File: config.mk
export PLATFORM = sky130hd
export DESIGN_NAME = ps2_mouse_rx
export DESIGN_NICKNAME = d
export VERILOG_FILES = /design/src/rtl/ps2_mouse_rx.sv
export SDC_FILE = /design/constraint.sdc
export NUM_CORES = 1
export LEC_CHECK = 0
export BUFFER_PORTS_ARGS = -buffer_cell sky130_fd_sc_hd__clkbuf_2
export CELL_PAD_IN_SITES_DETAIL_PLACEMENT = 0
export CELL_PAD_IN_SITES_GLOBAL_PLACEMENT = 2
export CORE_UTILIZATION = 40
export DETAILED_ROUTE_END_ITERATION = 7
export HOLD_SLACK_MARGIN = 0.08
export PLACE_DENSITY_LB_ADDON = 0.1
export SYNTH_ARGS = -nofsm -noshare
export SYNTH_HDL_FRONTEND = slang
export SYNTH_SLANG_ARGS = --single-unit
export TNS_END_PERCENT = 30
File: constraint.sdc
create_clock -name clk -period 5.62 [get_ports clk]
set_input_delay 1.124 -clock clk [delete_from_list [all_inputs] [get_ports clk]]
set_output_delay 1.124 -clock clk [all_outputs]
set_load 0.1 [all_outputs]
File: src/rtl/ps2_mouse_rx.sv
// PS/2 mouse receiver: synchronised, glitch-filtered pins -> 11-bit frames -> 3-byte packets on a toggle bus.
// Define PS2_MOUSE_INIT_EN to send the stream-enable command (0xF4) after reset and wait for 0xFA.
module ps2_mouse_rx #(
  parameter int FILTER      = 8,
  parameter int TIMEOUT     = 8000,
  parameter int INHIBIT_CYC = 4000
) (
  input  logic        clk,
  input  logic        reset,
  input  logic        ps2_clk_i,
  input  logic        ps2_data_i,
  output logic        ps2_clk_oe,
  output logic        ps2_data_oe,
  output logic [24:0] ps2_mouse,
  output logic        err
);

  localparam int FW = $clog2(FILTER + 1);
  localparam int TW = $clog2(TIMEOUT + 1);

  typedef enum logic {RX_IDLE, RX_RECV} rx_state_t;

  logic [1:0]    clk_sync_reg;
  logic [1:0]    data_sync_reg;
  logic          filt_reg;
  logic [FW-1:0] filt_cnt_reg;
  logic          fall_reg;
  logic [TW-1:0] to_cnt_reg;

  rx_state_t     rx_state_reg;
  logic [3:0]    bitcnt_reg;
  logic [7:0]    shift_reg;
  logic          parity_reg;
  logic [1:0]    idx_reg;
  logic [7:0]    byte0_reg;
  logic [7:0]    byte1_reg;
  logic [24:0]   mouse_reg;
  logic          err_reg;

  logic clk_s, data_s;
  logic timeout_hit, frame_ok, good_byte;
  logic rx_enable, pkt_enable, to_clear;

  assign clk_s  = clk_sync_reg[1];
  assign data_s = data_sync_reg[1];

  always_ff @(posedge clk) begin
    if (reset) begin
      clk_sync_reg  <= 2'b11;
      data_sync_reg <= 2'b11;
    end else begin
      clk_sync_reg  <= {clk_sync_reg[0], ps2_clk_i};
      data_sync_reg <= {data_sync_reg[0], ps2_data_i};
    end
  end

  // Level changes only after FILTER consecutive disagreeing samples; fall_reg marks a 1->0 change.
  always_ff @(posedge clk) begin
    if (reset) begin
      filt_reg     <= 1'b1;
      filt_cnt_reg <= '0;
      fall_reg     <= 1'b0;
    end else begin
      fall_reg <= 1'b0;
      if (clk_s != filt_reg) begin
        if (filt_cnt_reg == FW'(FILTER - 1)) begin
          filt_reg     <= clk_s;
          filt_cnt_reg <= '0;
          fall_reg     <= ~clk_s;
        end else begin
          filt_cnt_reg <= filt_cnt_reg + 1'b1;
        end
      end else begin
        filt_cnt_reg <= '0;
      end
    end
  end

  // A fall on the same cycle wins over the timeout.
  assign timeout_hit = !fall_reg && (to_cnt_reg == TW'(TIMEOUT - 1));

  always_ff @(posedge clk) begin
    if (reset || fall_reg || to_clear) begin
      to_cnt_reg <= '0;
    end else if (to_cnt_reg != TW'(TIMEOUT)) begin
      to_cnt_reg <= to_cnt_reg + 1'b1;
    end
  end

  assign frame_ok  = (^{shift_reg, parity_reg}) && data_s;
  assign good_byte = fall_reg && (rx_state_reg == RX_RECV) && (bitcnt_reg == 4'd9) && frame_ok;

  always_ff @(posedge clk) begin
    if (reset) begin
      rx_state_reg <= RX_IDLE;
      bitcnt_reg   <= '0;
      shift_reg    <= '0;
      parity_reg   <= 1'b0;
      idx_reg      <= '0;
      byte0_reg    <= '0;
      byte1_reg    <= '0;
      mouse_reg    <= '0;
      err_reg      <= 1'b0;
    end else begin
      err_reg <= 1'b0;
      if (!rx_enable) begin
        rx_state_reg <= RX_IDLE;
        idx_reg      <= '0;
      end else if (fall_reg) begin
        case (rx_state_reg)
          RX_IDLE: begin
            if (!data_s) begin
              rx_state_reg <= RX_RECV;
              bitcnt_reg   <= '0;
            end
          end
          default: begin
            bitcnt_reg <= bitcnt_reg + 1'b1;
            if (bitcnt_reg < 4'd8) begin
              shift_reg <= {data_s, shift_reg[7:1]};
            end else if (bitcnt_reg == 4'd8) begin
              parity_reg <= data_s;
            end else begin
              rx_state_reg <= RX_IDLE;
              if (!frame_ok) begin
                err_reg <= 1'b1;
                idx_reg <= '0;
              end else if (pkt_enable) begin
                // Byte 0 must carry the always-one bit3, which resynchronises the packet stream.
                case (idx_reg)
                  2'd0: begin
                    if (shift_reg[3]) begin
                      byte0_reg <= shift_reg;
                      idx_reg   <= 2'd1;
                    end
                  end
                  2'd1: begin
                    byte1_reg <= shift_reg;
                    idx_reg   <= 2'd2;
                  end
                  2'd2: begin
                    mouse_reg <= {~mouse_reg[24], shift_reg, byte1_reg, byte0_reg};
                    idx_reg   <= 2'd0;
                  end
                  default: idx_reg <= 2'd0;
                endcase
              end
            end
          end
        endcase
      end else if (timeout_hit) begin
        if (rx_state_reg == RX_RECV || idx_reg != 2'd0) begin
          err_reg <= 1'b1;
        end
        rx_state_reg <= RX_IDLE;
        idx_reg      <= '0;
      end
    end
  end

  assign ps2_mouse = mouse_reg;
  assign err       = err_reg;

`ifdef PS2_MOUSE_INIT_EN
  localparam int IW = $clog2(INHIBIT_CYC + 1);
  localparam logic [7:0] TX_CMD = 8'hF4;
  localparam logic [7:0] TX_ACK_BYTE = 8'hFA;

  typedef enum logic [2:0] {TX_INHIBIT, TX_START, TX_BITS, TX_ACK, TX_WAITFA, TX_RUN} tx_state_t;

  tx_state_t     tx_state_reg;
  logic [IW-1:0] inh_cnt_reg;
  logic [3:0]    tx_bit_reg;
  logic          clk_oe_reg;
  logic          data_oe_reg;

  always_ff @(posedge clk) begin
    if (reset) begin
      tx_state_reg <= TX_INHIBIT;
      inh_cnt_reg  <= '0;
      tx_bit_reg   <= '0;
      clk_oe_reg   <= 1'b0;
      data_oe_reg  <= 1'b0;
    end else begin
      case (tx_state_reg)
        TX_INHIBIT: begin
          clk_oe_reg  <= 1'b1;
          data_oe_reg <= 1'b0;
          if (inh_cnt_reg == IW'(INHIBIT_CYC - 1)) begin
            data_oe_reg  <= 1'b1;
            tx_state_reg <= TX_START;
          end else begin
            inh_cnt_reg <= inh_cnt_reg + 1'b1;
          end
        end
        TX_START: begin
          clk_oe_reg   <= 1'b0;
          tx_bit_reg   <= '0;
          tx_state_reg <= TX_BITS;
        end
        TX_BITS: begin
          if (fall_reg) begin
            tx_bit_reg <= tx_bit_reg + 1'b1;
            if (tx_bit_reg < 4'd8) begin
              data_oe_reg <= ~TX_CMD[tx_bit_reg[2:0]];
            end else if (tx_bit_reg == 4'd8) begin
              data_oe_reg <= ^TX_CMD;
            end else begin
              data_oe_reg  <= 1'b0;
              tx_state_reg <= TX_ACK;
            end
          end else if (timeout_hit) begin
            tx_state_reg <= TX_INHIBIT;
            inh_cnt_reg  <= '0;
            data_oe_reg  <= 1'b0;
          end
        end
        TX_ACK: begin
          if (fall_reg && !data_s) begin
            tx_state_reg <= TX_WAITFA;
          end else if (timeout_hit) begin
            tx_state_reg <= TX_INHIBIT;
            inh_cnt_reg  <= '0;
          end
        end
        TX_WAITFA: begin
          if (good_byte && shift_reg == TX_ACK_BYTE) begin
            tx_state_reg <= TX_RUN;
          end else if (timeout_hit) begin
            tx_state_reg <= TX_INHIBIT;
            inh_cnt_reg  <= '0;
          end
        end
        default: tx_state_reg <= TX_RUN;
      endcase
    end
  end

  assign ps2_clk_oe  = clk_oe_reg;
  assign ps2_data_oe = data_oe_reg;
  assign rx_enable   = (tx_state_reg == TX_WAITFA) || (tx_state_reg == TX_RUN);
  assign pkt_enable  = (tx_state_reg == TX_RUN);
  assign to_clear    = (tx_state_reg == TX_START);
`else
  assign ps2_clk_oe  = 1'b0;
  assign ps2_data_oe = 1'b0;
  assign rx_enable   = 1'b1;
  assign pkt_enable  = 1'b1;
  assign to_clear    = 1'b0;
`endif

endmodule
-- Yosys cells after proc, flatten, opt, wreduce, memory -nomap -nowiden
Cells that the tools add are included.
W data, S select, Z words.
- bits of input ports: 4
- logic and storage cells: 79
- register bits after elaboration: 81
- add/subtract/negate cells: 3
- equality and inequality tests: 12
- $lt $le $gt $ge: 1
- multiplexer cells: 23
- bitwise operators: 6
- reductions and logical operators: 19
- operator list (cell ; number):
    $mux W2 ; 7
    $add A13 B1 Y13 const B ; 1
    $eq A13 B13 Y1 const B ; 1
    $mux W1 ; 13
    $ne A13 B13 Y1 const B ; 1
    $reduce_and A6 Y1 ; 2
    $reduce_xor A9 Y1 ; 1
    $add A4 B1 Y4 const B ; 2
    $mux W4 ; 2
    $reduce_and A7 Y1 ; 1
    $not A1 Y1 ; 6
    $reduce_or A3 Y1 ; 2
    $reduce_and A5 Y1 ; 1
    $eq A4 B3 Y1 const B ; 1
    $eq A4 B4 Y1 const B ; 1
    $lt A4 B4 Y1 const B ; 1
    $ne A2 B1 Y1 const B ; 2
    $ne A2 B2 Y1 const B ; 2
    $ne A4 B4 Y1 const B ; 1
    $pmux W2 S2 ; 1
    $reduce_and A2 Y1 ; 2
    $reduce_and A4 Y1 ; 1
    $reduce_bool A2 Y1 ; 2
    $reduce_and A3 Y1 ; 1
    other kinds (7) ; 9

-- Depth between registers and ports, before layout
Gate-level depths: netlist of run 1.
- depth after elaboration: 7
- depth in mapped cells: 8

-- Worst setup path after synthesis of run 1
Ideal clock, no wire load.
- path kind: reg2out
- from: register mouse_reg[24] (netlist: ps2_mouse[24])
- to: output port ps2_mouse[24]
- buffers on the path: 0
- path slack: 3555 ps
- required time: 4496 ps
- cell stages (with the launch flop): 1
- arrival: 941 ps
- cell sequence: dfxtp_1
- RTL lines (element ; line ; source):
    from (decl) ; 37 ; logic [24:0] mouse_reg;
    from (signal assigned) ; 142 ; mouse_reg <= {~mouse_reg[24], shift_reg, byte1_reg, byte0_reg};
    to (decl) ; 14 ; output logic [24:0] ps2_mouse,
No word-level cell between the ends.

-- Worst setup path after layout of run 1
- from: register mouse_reg[24] (netlist: ps2_mouse[24])
- to: output port ps2_mouse[24]
No word-level cell between the ends.

==> metrics.yaml, run 1 <==
outcome:
  status: "finished, final reports clean"
worst_setup_path:
  cp_slowest_cell: "clkbuf_2"
  crit_path_end_kind: "output pin"
  crit_path_max_fanout: 3
  critPathArrivalTime_ns: 1.17
  cp.required_ns: 4.50
  cp-start-kind: "register"
  cp_cell_sequence: "clkbuf_2"
  crit_buf_inv: 1
  crit_path_max_incr_delay_ns: 0.46
  r2r_slack_ns: 3.39
  path_class: "register to output pin"
  path_delay_family: "buffers and inverters"
timing:
  finalHoldViolations: 0
  fin_crit_sh: 0.408
  timing.final.ws_setup_ns: 3.33
  max_freq_ghz: 0.436
  tightest_slew_ns: 0.615
  fin_worst_skew_ns: 0.0104
  fin_tns_setup_ns: 0
  hold_ws_ns: 0.414
  fin_crit_ns: 2.29
  slew_violations: 0
  setup_viol: 0
  rsz0062_at_grt: "no"
  relSlewSlack: 0.590
power:
  finalPower_mw: 1.10
  power.density_nw_per_um2: 287
  p_switching_uw: 224
  netSwitchingFraction: 0.203
  p_seq_frac: 0.526
  leakagePower_nw: 1.74
  pwr-share-clk: 0.449
  power.internal_uw: 878
  ir_drop_mv: 0.112
  comb_power_share: 0.025
die:
  fp.dieH_um: 94.3
  start_util: 0.414
  die_area_um2: 8880
  std_cell_rows: 33
  core_area_um2: 8220
  ios: 32
  die_x_um: 94.3
detailed_routing:
  drt.antenna.violating_nets: 0
  drt-pass1-iter-count: 4
  drc: 0
  routed_via_density: 4.81
  wl_per_cell_um: 12.6
  wl_mm: 5.95
  num_vias: 2274
  drtIter0Drc: 80
placed_design:
  dpl_cell_area_um2: 3610
  gp_congestion: 0.698
  port_buffers: 29
  dp_cells: 458
  dp_hpwl_mm: 3.85
  place_ws_ns: 3.27
layout:
  final_layout_size_suffix_gt1_frac: 0.160
  final_area_um2: 3840
  largest_reg_flops: 25
  final_cells: 473
  post-route-util: 0.467
  final_common_cell: "dfxtp_1"
  multi_input_area_um2: 1670
  final_cell_mix: "dfxtp_1, nand2b_1, mux2i_1"
  register_area_um2: 1620
  synthToLayoutAreaGrowth_pct: 12.8
  nets: 373
  num_antenna_cells: 0
  nFillCells: 822
clock_network:
  clockBufferDepth: 2
  cts.hold.buffers_added: 0
  cts_tree: "yes"
  post-cts-setup-buffer-count: 0
  cts_sinks: 81
  numCtsBuffers: 9
  root_buffer: "clkbuf_8"
  clock_latency_ns: 0.35
  cts_max_level: 3
  ctsResizeCount: 0
  clkTransAtPathRegs_ns: 0.08
yosys:
  ys_seq_area_frac: 0.476
  syn-instance-count: 338
  ys_ff_latch: 81
  syn_area_per_cell_um2: 10.1
  ys_types: 40
  ys_warn_count: 0
  syn_area_um2: 3400
flow_run:
  maxCapViolCount: 0
grt:
  antenna_found_initial: 0
  grt_start_max_net_pins: 78
  grt.overflow.total: 0
  grt_pass1_wl_mm: 10.2
  grt_usage: 0.149
  grt_pass1_vias: 2087
hold_path:
  min_path_type: "register to register"
## cell usage after synthesis, drive strengths merged
cell,number,area (um2)
nor4,2,12.5
nand4,4,25.0
or2,6,37.5
ha,5,62.6
dfxtp,81,1620
nand2b,50,313
conb,1,3.75
xor2,11,115
inv,6,22.5
xnor2,9,86.3
and3,6,37.5
nand2,8,40.0
nand3b,3,22.5
mux2i,48,480
a211oi,1,7.51
nand4b,1,8.76
clkbuf,12,45.0
nor4bb,1,10.0
and4,1,8.76
o21ai,4,20.0
o21ba,1,10.0
nor3,6,35.0
or2b,1,7.51
buf,5,45.0
a211o,1,8.76
and2,2,12.5
a22oi,2,15.0
xnor3,1,23.8
a21oi,7,35.0
nor4b,2,17.5
nand3,13,65.1
a32oi,2,17.5
nor2,35,131
## per-layer routing
layer	track usage	vias to the layer above	wire length, um	share of wire
li1	-	1191	-	-
met2	0.219	26	2530	0.42
met4	0.0654	0	133	0.022
met5	0	-	0	0
met1	0.202	1045	3130	0.53
met3	0.0413	12	161	0.027
## kinds of logic (layout without fill, tap and decap cells)
kind of cell	Yosys count	count (layout)	synth area share
other cells	1	2	0.00110
fa+ha+maj	5	5	0.0184
xor+xnor	21	21	0.0662
compound gates	18	18	0.0334
buf+inv	23	52	0.0331
mux	48	48	0.141
simple gates	141	141	0.230
flops	81	81	0.476
## area by class of cell
cell class                 count  area share
clock inverter                 6      0.0280
sequential                    81       0.422
tap                          105      0.0342
clock buffer                   9      0.0322
inverter                       6     0.00586
timing repair buffer          31      0.0417
multi-input combinational    235       0.436
## path summary, 6_finish.rpt
| check | from | end | cells past startpoint |
|---|---|---|---|
| max | ps2_mouse[24]$_SDFFE_PP0P_ | ps2_mouse[24] | 1 |
| min | clk_sync_reg[0]$_SDFF_PP1_ | clk_sync_reg[1]$_SDFF_PP1_ | 1 |
| max reg2reg | bitcnt_reg[0]$_SDFFE_PP0P_ | byte0_reg[0]$_SDFFE_PP0P_ | 7 |
| min reg2reg | clk_sync_reg[0]$_SDFF_PP1_ | clk_sync_reg[1]$_SDFF_PP1_ | 1 |
## power groups by stage
stage	Combinational [mW]	Sequential, mW	Clock [mW]
2_1_floorplan	0.0250	0.593	0
3_3_place_gp	0.0283	0.594	0
3_5_place_dp	0.0287	0.593	0
4_1_cts	0.0286	0.580	0.510
5_1_grt	0.0312	0.581	0.538
6_report	0.0281	0.580	0.495
No activity file was read; power rests on OpenSTA's default activity.
==> run 2: changes to the inputs <==
CORE_UTILIZATION = 38   (was 40)
clock period = 2.3 ns   (was 5.62 ns; I/O delays follow)
==> metrics.yaml, run 2 (synthesis gave the netlist of run 1 again) <==
outcome:
  status: "finished, final reports clean"
power:
  leakagePower_nw: 1.76  # +1.0%
  power.density_nw_per_um2: 697  # +140%
  comb_power_share: 0.027  # +0.002
  p_seq_frac: 0.523  # -0.003
  pwr-share-clk: 0.451  # +0.002
  power.internal_mw: 2.16  # +150%
  p_switching_uw: 551  # +150%
  netSwitchingFraction: 0.203  # -0.000217
  ir_drop_mv: 0.314  # +180%
timing:
  setup_viol: 0  # unchanged
  hold_ws_ns: 0.290  # -0.124 ns
  fin_crit_sh: 0.909
  relSlewSlack: 0.646  # +0.0552
  max_freq_ghz: 0.478
  finalHoldViolations: 0  # unchanged
  fin_crit_ns: 2.09
  fin_worst_skew_ns: 0.0170  # +0.00659 ns
  timing.final.ws_setup_ns: 0.209  # -3.12 ns
  rsz0062_at_grt: "yes"
  tightest_slew_ns: 0.526  # -0.0884 ns
  slew_violations: 0  # unchanged
  fin_tns_setup_ns: 0  # unchanged
placed_design:
  gp_congestion: 0.772  # +11%
  dpl_cell_area_um2: 3640  # +0.87%
  port_buffers: 29  # unchanged
  place_ws_ns: 0.117  # -3.15 ns
  dp_hpwl_mm: 4.04  # +5.0%
clock_network:
  clock_latency_ns: 0.35  # about the same
  cts.hold.buffers_added: 0  # unchanged
  root_buffer: "clkbuf_8"
  cts_sinks: 81  # unchanged
  ctsResizeCount: 0  # unchanged
  clockBufferDepth: 2  # unchanged
  cts_max_level: 3  # unchanged
  numCtsBuffers: 9  # unchanged
  cts_tree: "yes"
  post-cts-setup-buffer-count: 0  # unchanged
  clkTransAtPathRegs_ns: 0.08  # about the same
detailed_routing:
  routed_via_density: 4.71  # -2.0%
  drtIter0Drc: 63  # -21%
  wl_per_cell_um: 12.6  # about the same
  wl_mm: 6.02  # +1.2%
  num_vias: 2256  # -0.79%
  drc: 0  # unchanged
  drt-pass1-iter-count: 4  # unchanged
  drt.antenna.violating_nets: 0  # unchanged
layout:
  final_area_um2: 3890  # +1.3%
  final_cell_mix: "dfxtp_1, nand2b_1, mux2i_1"
  final_common_cell: "dfxtp_1"
  final_layout_size_suffix_gt1_frac: 0.167  # +0.00679
  synthToLayoutAreaGrowth_pct: 14.3
  post-route-util: 0.448  # -0.0192
  largest_reg_flops: 25  # unchanged
  num_antenna_cells: 0  # unchanged
  nets: 375  # +0.54%
  nFillCells: 871  # +6.0%
  multi_input_area_um2: 1690  # +0.82%
  register_area_um2: 1620  # unchanged
die:
  fp.dieH_um: 96.7  # +2.5%
  start_util: 0.392  # -0.0220
  std_cell_rows: 34  # +3.0%
  core_area_um2: 8680  # +5.6%
  die_area_um2: 9340  # +5.2%
  die_x_um: 96.7  # +2.5%
  ios: 32  # unchanged
worst_setup_path:
  path_class: "register to register"
  cp.required_ns: 2.52  # -1.98 ns
  critPathArrivalTime_ns: 2.31  # +1.14 ns
  crit_path_max_fanout: 8  # +5
  crit_path_end_kind: "register"
  cp-start-kind: "register"
hold_path:
  min_path_type: "input pin to register"
flow_run:
  maxCapViolCount: 0  # unchanged
grt:
  grt_start_max_net_pins: 42  # -46%
  grt_pass1_wl_mm: 10.7  # +4.9%
  grt.overflow.total: 0  # unchanged
  grt_pass1_vias: 2230  # +6.9%
  antenna_found_initial: 0  # unchanged
  grt_usage: 0.141  # -0.00813
==> run 2: stage by stage <==
stage	instances	power (mW)
floorplan	339	1.51
global placement	463	1.52
detailed placement	463	1.53
CTS	479	2.77
global route	479	2.84
finish	479	2.71
==> run 2: area by class of cell <==
type | instances | area share
sequential | 81 | 0.417
tap | 108 | 0.0347
multi-input combinational | 235 | 0.434
timing repair buffer | 33 | 0.0482
clock buffer | 11 | 0.0338
inverter | 6 | 0.00579
clock inverter | 5 | 0.0267
==> run 2: final timing paths <==
kind | start | endpoint | slack [ns] | cells past startpoint
worst max-delay path | bitcnt_reg[0]$_SDFFE_PP0P_ | byte0_reg[6]$_SDFFE_PP0P_ | 0.21 | 7
worst min-delay path | ps2_clk_i | clk_sync_reg[0]$_SDFF_PP1_ | 0.29 | 2
worst max register to register | bitcnt_reg[0]$_SDFFE_PP0P_ | byte0_reg[6]$_SDFFE_PP0P_ | 0.21 | 7
worst min register to register | data_sync_reg[0]$_SDFF_PP1_ | data_sync_reg[1]$_SDFF_PP1_ | 0.41 | 1
==> run 2: worst max-delay path, cell delays in order, from the launching register on <==
cell,delay (ns)
dfxtp_1,0.41
inv_1,0.09
ha_1,0.20
nand2b_1,0.09
nand4_1,0.32
nor4_2,0.42
nand2_2,0.26
mux2i_1,0.18
==> run 2: power groups by stage <==
stage | Combinational (mW) | Clock, mW | Sequential, mW
final | 0.0729 | 1.22 | 1.42
after global routing | 0.0797 | 1.34 | 1.42
after CTS | 0.0744 | 1.28 | 1.42
after detailed placement | 0.0742 | 0 | 1.45
after global placement | 0.0742 | 0 | 1.45
after floorplan | 0.0611 | 0 | 1.45
==> run 2: routing by layer <==
metal  vias to the layer above  GRT usage  share of wire
met3                         5     0.0397          0.029
li1                       1191          -              -
met2                        23      0.221           0.44
met4                         0     0.0517          0.010
met1                      1037      0.184           0.52
met5                         -          0              0
